`src/rtl/negate_nbit_seq.sv`:
```
// Sequential two's-complement negator: inverts the operand, then ripples the +1 through 16-bit chunks, one chunk per cycle.
// Build option: define NEGATE_SATURATE_EN to clamp a most-negative operand to the most positive value instead of wrapping.
module negate_nbit_seq #(
  parameter int WIDTH = 48  // multiple of 16, at least 16
) (
  input  logic             clk,
  input  logic             reset,
  input  logic             in_valid,
  output logic             in_ready,
  input  logic [WIDTH-1:0] in_data,
  output logic             out_valid,
  input  logic             out_ready,
  output logic [WIDTH-1:0] out_data,
  output logic             overflow
);
  localparam int N  = WIDTH / 16;
  localparam int CW = (N > 1) ? $clog2(N) : 1;
  localparam logic [CW-1:0]    LAST     = CW'(N - 1);
  localparam logic [WIDTH-1:0] MOST_NEG = {1'b1, {(WIDTH-1){1'b0}}};
  localparam logic [WIDTH-1:0] MOST_POS = {1'b0, {(WIDTH-1){1'b1}}};

  typedef enum logic [1:0] {IDLE, RUN, DONE} state_t;

  state_t           state;
  logic [WIDTH-1:0] work;
  logic             carry;
  logic [CW-1:0]    k;
  logic             ovf;

  logic [WIDTH-1:0] work_nxt;
  logic             carry_nxt;
  logic [16:0]      sum;
  logic [WIDTH-1:0] result;

  // Add the pending carry into the chunk selected by k.
  always_comb begin
    work_nxt  = work;
    carry_nxt = carry;
    sum       = '0;
    for (int i = 0; i < N; i++) begin
      if (k == CW'(i)) begin
        sum                  = {1'b0, work[i*16 +: 16]} + {16'b0, carry};
        work_nxt[i*16 +: 16] = sum[15:0];
        carry_nxt            = sum[16];
      end
    end
  end

  always_comb begin
`ifdef NEGATE_SATURATE_EN
    result = ovf ? MOST_POS : work_nxt;
`else
    result = work_nxt;
`endif
  end

  always_ff @(posedge clk) begin
    if (reset) begin
      state     <= IDLE;
      in_ready  <= 1'b1;
      out_valid <= 1'b0;
      out_data  <= '0;
      overflow  <= 1'b0;
      work      <= '0;
      carry     <= 1'b0;
      k         <= '0;
      ovf       <= 1'b0;
    end else begin
      case (state)
        IDLE: begin
          if (in_valid) begin
            work     <= ~in_data;
            carry    <= 1'b1;
            k        <= '0;
            ovf      <= (in_data == MOST_NEG);
            in_ready <= 1'b0;
            state    <= RUN;
          end
        end
        RUN: begin
          work  <= work_nxt;
          carry <= carry_nxt;
          // Carry out of the top chunk is dropped with the final result.
          if (k == LAST) begin
            k         <= '0;
            out_data  <= result;
            overflow  <= ovf;
            out_valid <= 1'b1;
            state     <= DONE;
          end else begin
            k <= k + CW'(1);
          end
        end
        DONE: begin
          if (out_ready) begin
            out_valid <= 1'b0;
            in_ready  <= 1'b1;
            state     <= IDLE;
          end
        end
        default: begin
          state     <= IDLE;
          in_ready  <= 1'b1;
          out_valid <= 1'b0;
        end
      endcase
    end
  end
endmodule

```
`config.mk`:
```
export PLATFORM = sky130hd
export DESIGN_NAME = negate_nbit_seq
export DESIGN_NICKNAME = d
export VERILOG_FILES = /design/src/rtl/negate_nbit_seq.sv
export SDC_FILE = /design/constraint.sdc
export NUM_CORES = 1
export LEC_CHECK = 0
export CORE_MARGIN = 2
export CORE_UTILIZATION = 50
export CTS_CLUSTER_DIAMETER = 60
export DETAILED_ROUTE_END_ITERATION = 8
export GPL_TIMING_DRIVEN = 0
export PLACE_DENSITY = 0.84
export SETUP_SLACK_MARGIN = 0.4
export SYNTH_ARGS = -nofsm -noshare
export SYNTH_HDL_FRONTEND = slang
export SYNTH_SLANG_ARGS = --single-unit
```
`constraint.sdc`:
```
create_clock -name clk -period 4.82 [get_ports clk]
set_clock_uncertainty 0.15 [all_clocks]
set_input_delay 0.964 -clock clk [delete_from_list [all_inputs] [get_ports clk]]
set_output_delay 0.964 -clock clk [all_outputs]
set_load 0.1 [all_outputs]
```
==> impl_metrics.py, run 1 <==
metrics = {
    "die": {
        "core-area_um2": 10370,
        "die_width_um": 107.6,
        "ios": 103,
        "initial_core_util_pct": 51.79,
        "fp-row-count": 37,
        "die_y_um": 107.6,
        "die_area_um2": 11590,
    },
    "clock_tree": {
        "ctsHtreeMaxLevel": 3,
        "clk_pin_slew_worst_paths_ps": 110,
        "insertion_delay_ps": 390,
        "post_cts_buffers": 0,
        "cts_tree": "yes",
        "cts_buffers": 9,
        "cts_sinks": 105,
        "ctsResizeCount": 0,
        "root_buffer": "clkbuf_8",
        "clk_path_buf_depth": 2,
        "cts_hold_buf": 0,
    },
    "logic_synthesis": {
        "synth.largest_area_cell": "dfxtp_1",
        "synth-main-ff-cell": "dfxtp_1",
        "synth-edff-count": 0,
        "ys_warn_count": 0,
        "ys_types": 64,
        "synth_seq_cells": 105,
        "synthesis.nets": 720,
        "postSynthAreaPerCell_um2": 8.112,
        "yosysMostFrequentCell": "dfxtp_1",
        "synth_cells": 662,
        "ys_top_cells_by_area": "dfxtp_1, a21oi_1, nand2_1, o21ai_0, nor2_1",
        "seq_area_frac_synth_pct": 39.14,
        "synth-async-reset-ratio_pct": 0,
        "synth_area_um2": 5370,
        "synth_commonest_cells": "dfxtp_1, a21oi_1, nand2_1",
        "yosys.area.top_type_share_pct": 39.14,
    },
    "sta": {
        "maxSlewHeadroom_pct": 34.14,
        "tightest_slew_ps": 984.8,
        "slew_violations": 0,
        "fmax_ghz": 0.3278,
        "period_share_pct": 63.30,
        "fin_crit_ps": 3051,
        "hold_viol": 0,
        "timing.setup.tns_ps": 0,
        "rsz0062_at_grt": "false",
        "setup_viol": 0,
    },
    "setup_path": {
        "worstPathCellList": "clkdlybuf4s50_1",
        "reg2reg_setup_slack_ps": 2390,
        "end_kind": "output pin",
        "critical_path.top_delay_family": "buffers and inverters",
        "r2r_start": "state[0]",
        "critical_path_buf_inv_count": 1,
        "cp_slowest_stage_delay_ps": 1160,
        "cp_slowest_cell": "clkdlybuf4s50_1",
        "worstPathArrival_ps": 1940,
        "critPathKind": "flip-flop to output pin",
        "start_kind": "flip-flop",
        "crit_fanout": 2,
        "r2r-end": "out_data[6]",
        "crit_required_ps": 3710,
        "ff2ff_path_depth": 6,
    },
    "grt": {
        "grt_pass1_vias": 5650,
        "grt_pass1_wl_um": 28970,
        "grt_use_total_pct": 32.48,
        "antenna_found_initial": 0,
        "grt_start_max_net_pins": 18,
        "globalRouteOverflowTotal": 0,
    },
    "worst_hold_path": {
        "worst_hold_path_type": "flip-flop to flip-flop",
        "holdPathStages": 2,
        "hold_start": "ovf",
        "holdPathEnd": "ovf",
    },
    "placed_design": {
        "placed_cell_area_um2": 6551,
        "io_buffers": 101,
        "gp_congestion": 0.9385,
        "dp.final_hpwl_um": 13520,
    },
    "routing": {
        "vias": 5932,
        "highest_layer": "met4",
        "route.detailed.drc": 0,
        "drt-met1-wl_um": 7371,
        "wl_per_cell_um": 20.39,
        "first_pass_iters": 7,
        "drt-total-wl_um": 18640,
        "detail-route-antenna-nets": 0,
        "viasPerCell": 6.490,
        "met3_length_um": 2097,
        "wl_met2_um": 8376,
        "dr.first_iter.drc_count": 704,
    },
    "power_and_ir_drop": {
        "switchingPower_w": 0.0005453,
        "p_per_area_nw_per_um2": 261.6,
        "p_seq_share_pct": 53.4,
        "power.clock.fraction_pct": 29.9,
        "internal_power_w": 0.001216,
        "p_comb_share_pct": 16.6,
        "vdd_drop_max_uv": 124.6,
        "leakage_nw": 2.260,
        "switching_share_pct": 30.97,
    },
    "job": {
        "drv_cap": 0,
    },
    "finish": {
        "drive_gt1_share_pct": 6.555,
        "fin_nets": 832,
        "diodes": 0,
        "areaGrowthSynthToFinish_pct": 25.33,
        "fin_area_um2": 6730,
    },
    "status": {
        "outcome": "finished, final reports clean",
    },
}
[stage by stage]
step,std cells,util [%],total power [W],setup slack (ps),hold slack [ps]
after CTS,914,64.90,0.001748,1791,312.7
final,914,64.90,0.001761,1769,310.5
after global routing,914,64.90,0.001808,1767,323.0
after floorplan,662,-,0.001115,2574,282.1
after detailed placement,899,63.18,0.001242,1549,298.8
after global placement,899,63.18,0.001234,1598,292.5
[flip-flops by register name, summed over array words and instances, names as in the netlist]
signal,count
out_data,48
work,48
k,2
state,2
carry,1
in_ready,1
out_valid,1
overflow,1
ovf,1
[worst min-delay path, cell delays in order (launching register included)]
cell and delay [ps]:
dfxtp_1 320, nand2_1 50, a21oi_1 50
[final cells by class]
| class | count | area [um^2] |
|---|---|---|
| sequential | 105 | 2102 |
| clock buffer | 10 | 137.6 |
| multi-input combinational | 493 | 2988 |
| buffer | 58 | 257.7 |
| fill | 934 | 3640 |
| tap | 136 | 170.2 |
| clock inverter | 5 | 41.29 |
| timing repair buffer | 101 | 1011 |
| inverter | 6 | 22.52 |
[cells in the final DEF, fill, tap and decap left out, types with 5 or more instances in the layout]
| cell | n |
|---|---|
| a41oi_1 | 5 |
| and4_1 | 10 |
| xor2_1 | 10 |
| nor3_1 | 27 |
| buf_2 | 17 |
| mux2i_1 | 6 |
| a31oi_1 | 20 |
| or3_1 | 10 |
| clkdlybuf4s50_1 | 101 |
| nor2_1 | 47 |
| nand3_1 | 23 |
| ha_1 | 6 |
| a21oi_1 | 71 |
| o211ai_1 | 11 |
| and2_1 | 5 |
| nand2_1 | 67 |
| o32a_1 | 16 |
| inv_1 | 5 |
| clkbuf_1 | 33 |
| nor2b_1 | 5 |
| dfxtp_1 | 105 |
| o21ai_0 | 50 |
| nand4_1 | 13 |
| nor4_1 | 14 |
| buf_1 | 5 |
| clkbuf_8 | 10 |
| a211oi_1 | 5 |
| nand2b_1 | 6 |
[logic make-up after synthesis]
kind of cell	count (synthesis)	share of synthesized area, %
AND/OR/NAND/NOR	257	25.82
AO/OA/AOI/OAI	207	24.35
flip-flops	105	39.14
buffers and inverters	64	5.219
XOR/XNOR	13	2.120
multiplexers	10	1.957
adder cells (fa/ha/maj)	6	1.398
[worst max path at each step]
stage,startpoint,to,depth (start not counted)
after floorplan,in_valid,work[11],5
after global placement,in_valid,work[45],6
after detailed placement,in_valid,work[37],6
after CTS,out_data[33],out_data[33],1
after global routing,out_data[33],out_data[33],1
final,out_data[33],out_data[33],1
[routing by layer]
layer | track usage, % | vias up
li1 | - | 2693
met1 | 42.35 | 2764
met2 | 50.76 | 405
met3 | 6.235 | 70
met4 | 17.31 | 0
met5 | 0 | -
[power groups by stage]
stage	Clock, W	Combinational, W	Sequential [W]
6_report	0.000527	0.000293	0.000941
5_1_grt	0.000553	0.000310	0.000945
4_1_cts	0.000525	0.000285	0.000938
3_5_place_dp	0	0.000283	0.000958
3_3_place_gp	0	0.000278	0.000956
2_1_floorplan	0	0.000140	0.000975
Note: power is estimated with default switching activity, not from simulation.
==> run 2, diff against run 1 <==
Clock period 4.82 ns to 3 ns, I/O delays scaled along.
==> run 2 against run 1 <==
Effect of this change: cell count stayed put; clock power is 61% higher; register-to-register slack worse by 1800 ps; design area is 0.71% lower; combinational power is 59% higher; sequential cell count stayed put; non-clock buffer count stayed put; first-iteration DRC count is 0.43% higher; hold slack worse by 1.8 ps; largest power group unchanged.
==> impl_metrics.py, run 2 (synthesized netlist as in run 1, its figures left out) <==
metrics = {
    "routing": {
        "first_pass_iters": 5,
        "route.detailed.drc": 0,
        "detail-route-antenna-nets": 0,
        "viasPerCell": 6.497,
        "vias": 5938,
        "met3_length_um": 1988,
        "dr.first_iter.drc_count": 707,
        "highest_layer": "met4",
        "drt-met1-wl_um": 7538,
        "wl_per_cell_um": 20.48,
        "drt-total-wl_um": 18720,
        "wl_met2_um": 8402,
    },
    "clock_tree": {
        "cts_sinks": 105,
        "cts_buffers": 9,
        "cts_tree": "yes",
        "post_cts_buffers": 0,
        "clk_pin_slew_worst_paths_ps": 100,
        "ctsHtreeMaxLevel": 3,
        "root_buffer": "clkbuf_8",
        "clk_path_buf_depth": 2,
        "insertion_delay_ps": 390,
    },
    "sta": {
        "setup_viol": 0,
        "slew_violations": 0,
        "whs_ps": 308.7,
        "period_share_pct": 83.17,
        "rsz0062_at_grt": "false",
        "timing.setup.tns_ps": 0,
        "maxSlewHeadroom_pct": 35.38,
        "tightest_slew_ps": 973.2,
        "hold_viol": 0,
        "fmax_ghz": 0.4008,
        "fin_crit_ps": 2495,
    },
    "finish": {
        "fillers": 961,
        "diodes": 0,
        "areaGrowthSynthToFinish_pct": 24.44,
        "drive_gt1_share_pct": 6.684,
        "regArea_um2": 2102,
        "multi_input_area_um2": 2988,
        "final_common_cell": "dfxtp_1",
        "reg_top3": "out_data (48), work (48)",
        "fin_nets": 832,
        "layout_common_cells": "dfxtp_1, a21oi_1, nand2_1, o21ai_0, clkdlybuf4s50_1",
    },
    "power_and_ir_drop": {
        "switchingPower_w": 0.0008751,
        "power.clock.fraction_pct": 29.9,
        "leakage_nw": 2.560,
        "vdd_drop_max_uv": 201.1,
        "p_seq_share_pct": 53.5,
        "p_per_area_nw_per_um2": 422.6,
        "internal_power_w": 0.001949,
        "p_comb_share_pct": 16.5,
        "switching_share_pct": 30.98,
    },
    "setup_path": {
        "critPathKind": "input port to flip-flop",
        "crit_required_ps": 3170,
        "start_kind": "input port",
        "end_kind": "flip-flop",
        "ff2ff_path_depth": 6,
        "critPathLaunch": "in_valid",
        "r2r-end": "out_data[6]",
        "crit_fanout": 7,
        "worstPathArrival_ps": 2670,
        "crit_path_end": "ovf",
        "r2r_start": "state[0]",
        "reg2reg_setup_slack_ps": 580,
    },
    "die": {
        "die_width_um": 107.6,
        "initial_core_util_pct": 51.79,
        "core-area_um2": 10370,
        "ios": 103,
        "die_y_um": 107.6,
        "fp-row-count": 37,
        "die_area_um2": 11590,
    },
    "grt": {
        "grt_pass1_vias": 5656,
        "grt_use_total_pct": 32.52,
        "grt_pass1_wl_um": 29010,
        "antenna_found_initial": 0,
        "globalRouteOverflowTotal": 0,
        "grt_start_max_net_pins": 18,
    },
    "placed_design": {
        "dp.final_hpwl_um": 13520,
        "gp_congestion": 0.9385,
        "io_buffers": 101,
    },
    "job": {
        "drv_cap": 0,
    },
    "worst_hold_path": {
        "worst_hold_path_type": "flip-flop to flip-flop",
    },
    "status": {
        "outcome": "finished, final reports clean",
    },
}
==> run 2: critical path, stage by stage <==
cell             delay [ps]
clkdlybuf4s50_1         530
nor3b_2                 620
nand2b_1                160
or4_1                   590
a21oi_1                 160
==> run 2: per-layer routing <==
layer / up-vias / track usage (%)
met2: 386 / 50.94
met1: 2781 / 42.31
met4: 0 / 17.31
met3: 74 / 6.235
met5: - / 0
li1: 2697 / -
==> run 2: worst min path at each step <==
| stage | from | end | slack [ps] | cells after the start |
|---|---|---|---|---|
| final | overflow | overflow | 310 | 2 |
| after global routing | out_data[8] | out_data[8] | 320 | 2 |
| after CTS | out_data[8] | out_data[8] | 310 | 2 |
| after detailed placement | out_data[8] | out_data[8] | 300 | 2 |
| after global placement | ovf | ovf | 290 | 2 |
| after floorplan | ovf | ovf | 280 | 2 |
==> run 2: power by group through the flow <==
stage / logic [W] / registers [W] / clock network (W)
finish: 0.000467 / 0.00151 / 0.000846
global route: 0.000494 / 0.00152 / 0.000888
CTS: 0.000453 / 0.00151 / 0.000843
detailed placement: 0.000455 / 0.00154 / 0
global placement: 0.000447 / 0.00154 / 0
floorplan: 0.000224 / 0.00157 / 0
==> run 2: layout make-up <==
| class | instances | share of cell area, % |
|---|---|---|
| Multi-Input combinational cell | 493 | 44.71 |
| Sequential cell | 105 | 31.45 |
| Timing Repair Buffer | 101 | 14.40 |
| Buffer | 58 | 3.876 |
| Tap cell | 136 | 2.546 |
| Clock buffer | 10 | 2.060 |
| Clock inverter | 5 | 0.6179 |
| Inverter | 6 | 0.3370 |
==> run 2: timing repair <==
item | 4_1_cts | 5_1_grt
resized for setup | 47 | 6
endpoints found under the setup margin | 47 | 13
hold buffers | 0 | 0
cloned | 0 | 0
pin swaps | 0 | 0
==> run 2: through the flow <==
stage / util (%) / power, W / setup slack [ps] / cells / cell area, um^2
4_1_cts: 64.33 / 0.002804 / 402.2 / 914 / 6671
5_1_grt: 64.44 / 0.002901 / 489.5 / 914 / 6683
2_1_floorplan: - / 0.001792 / 1004 / 662 / 5370
6_report: 64.44 / 0.002824 / 504.9 / 914 / 6683
3_5_place_dp: 63.18 / 0.001995 / 92.57 / 899 / 6551
3_3_place_gp: 63.18 / 0.001983 / 142.2 / 899 / 6551
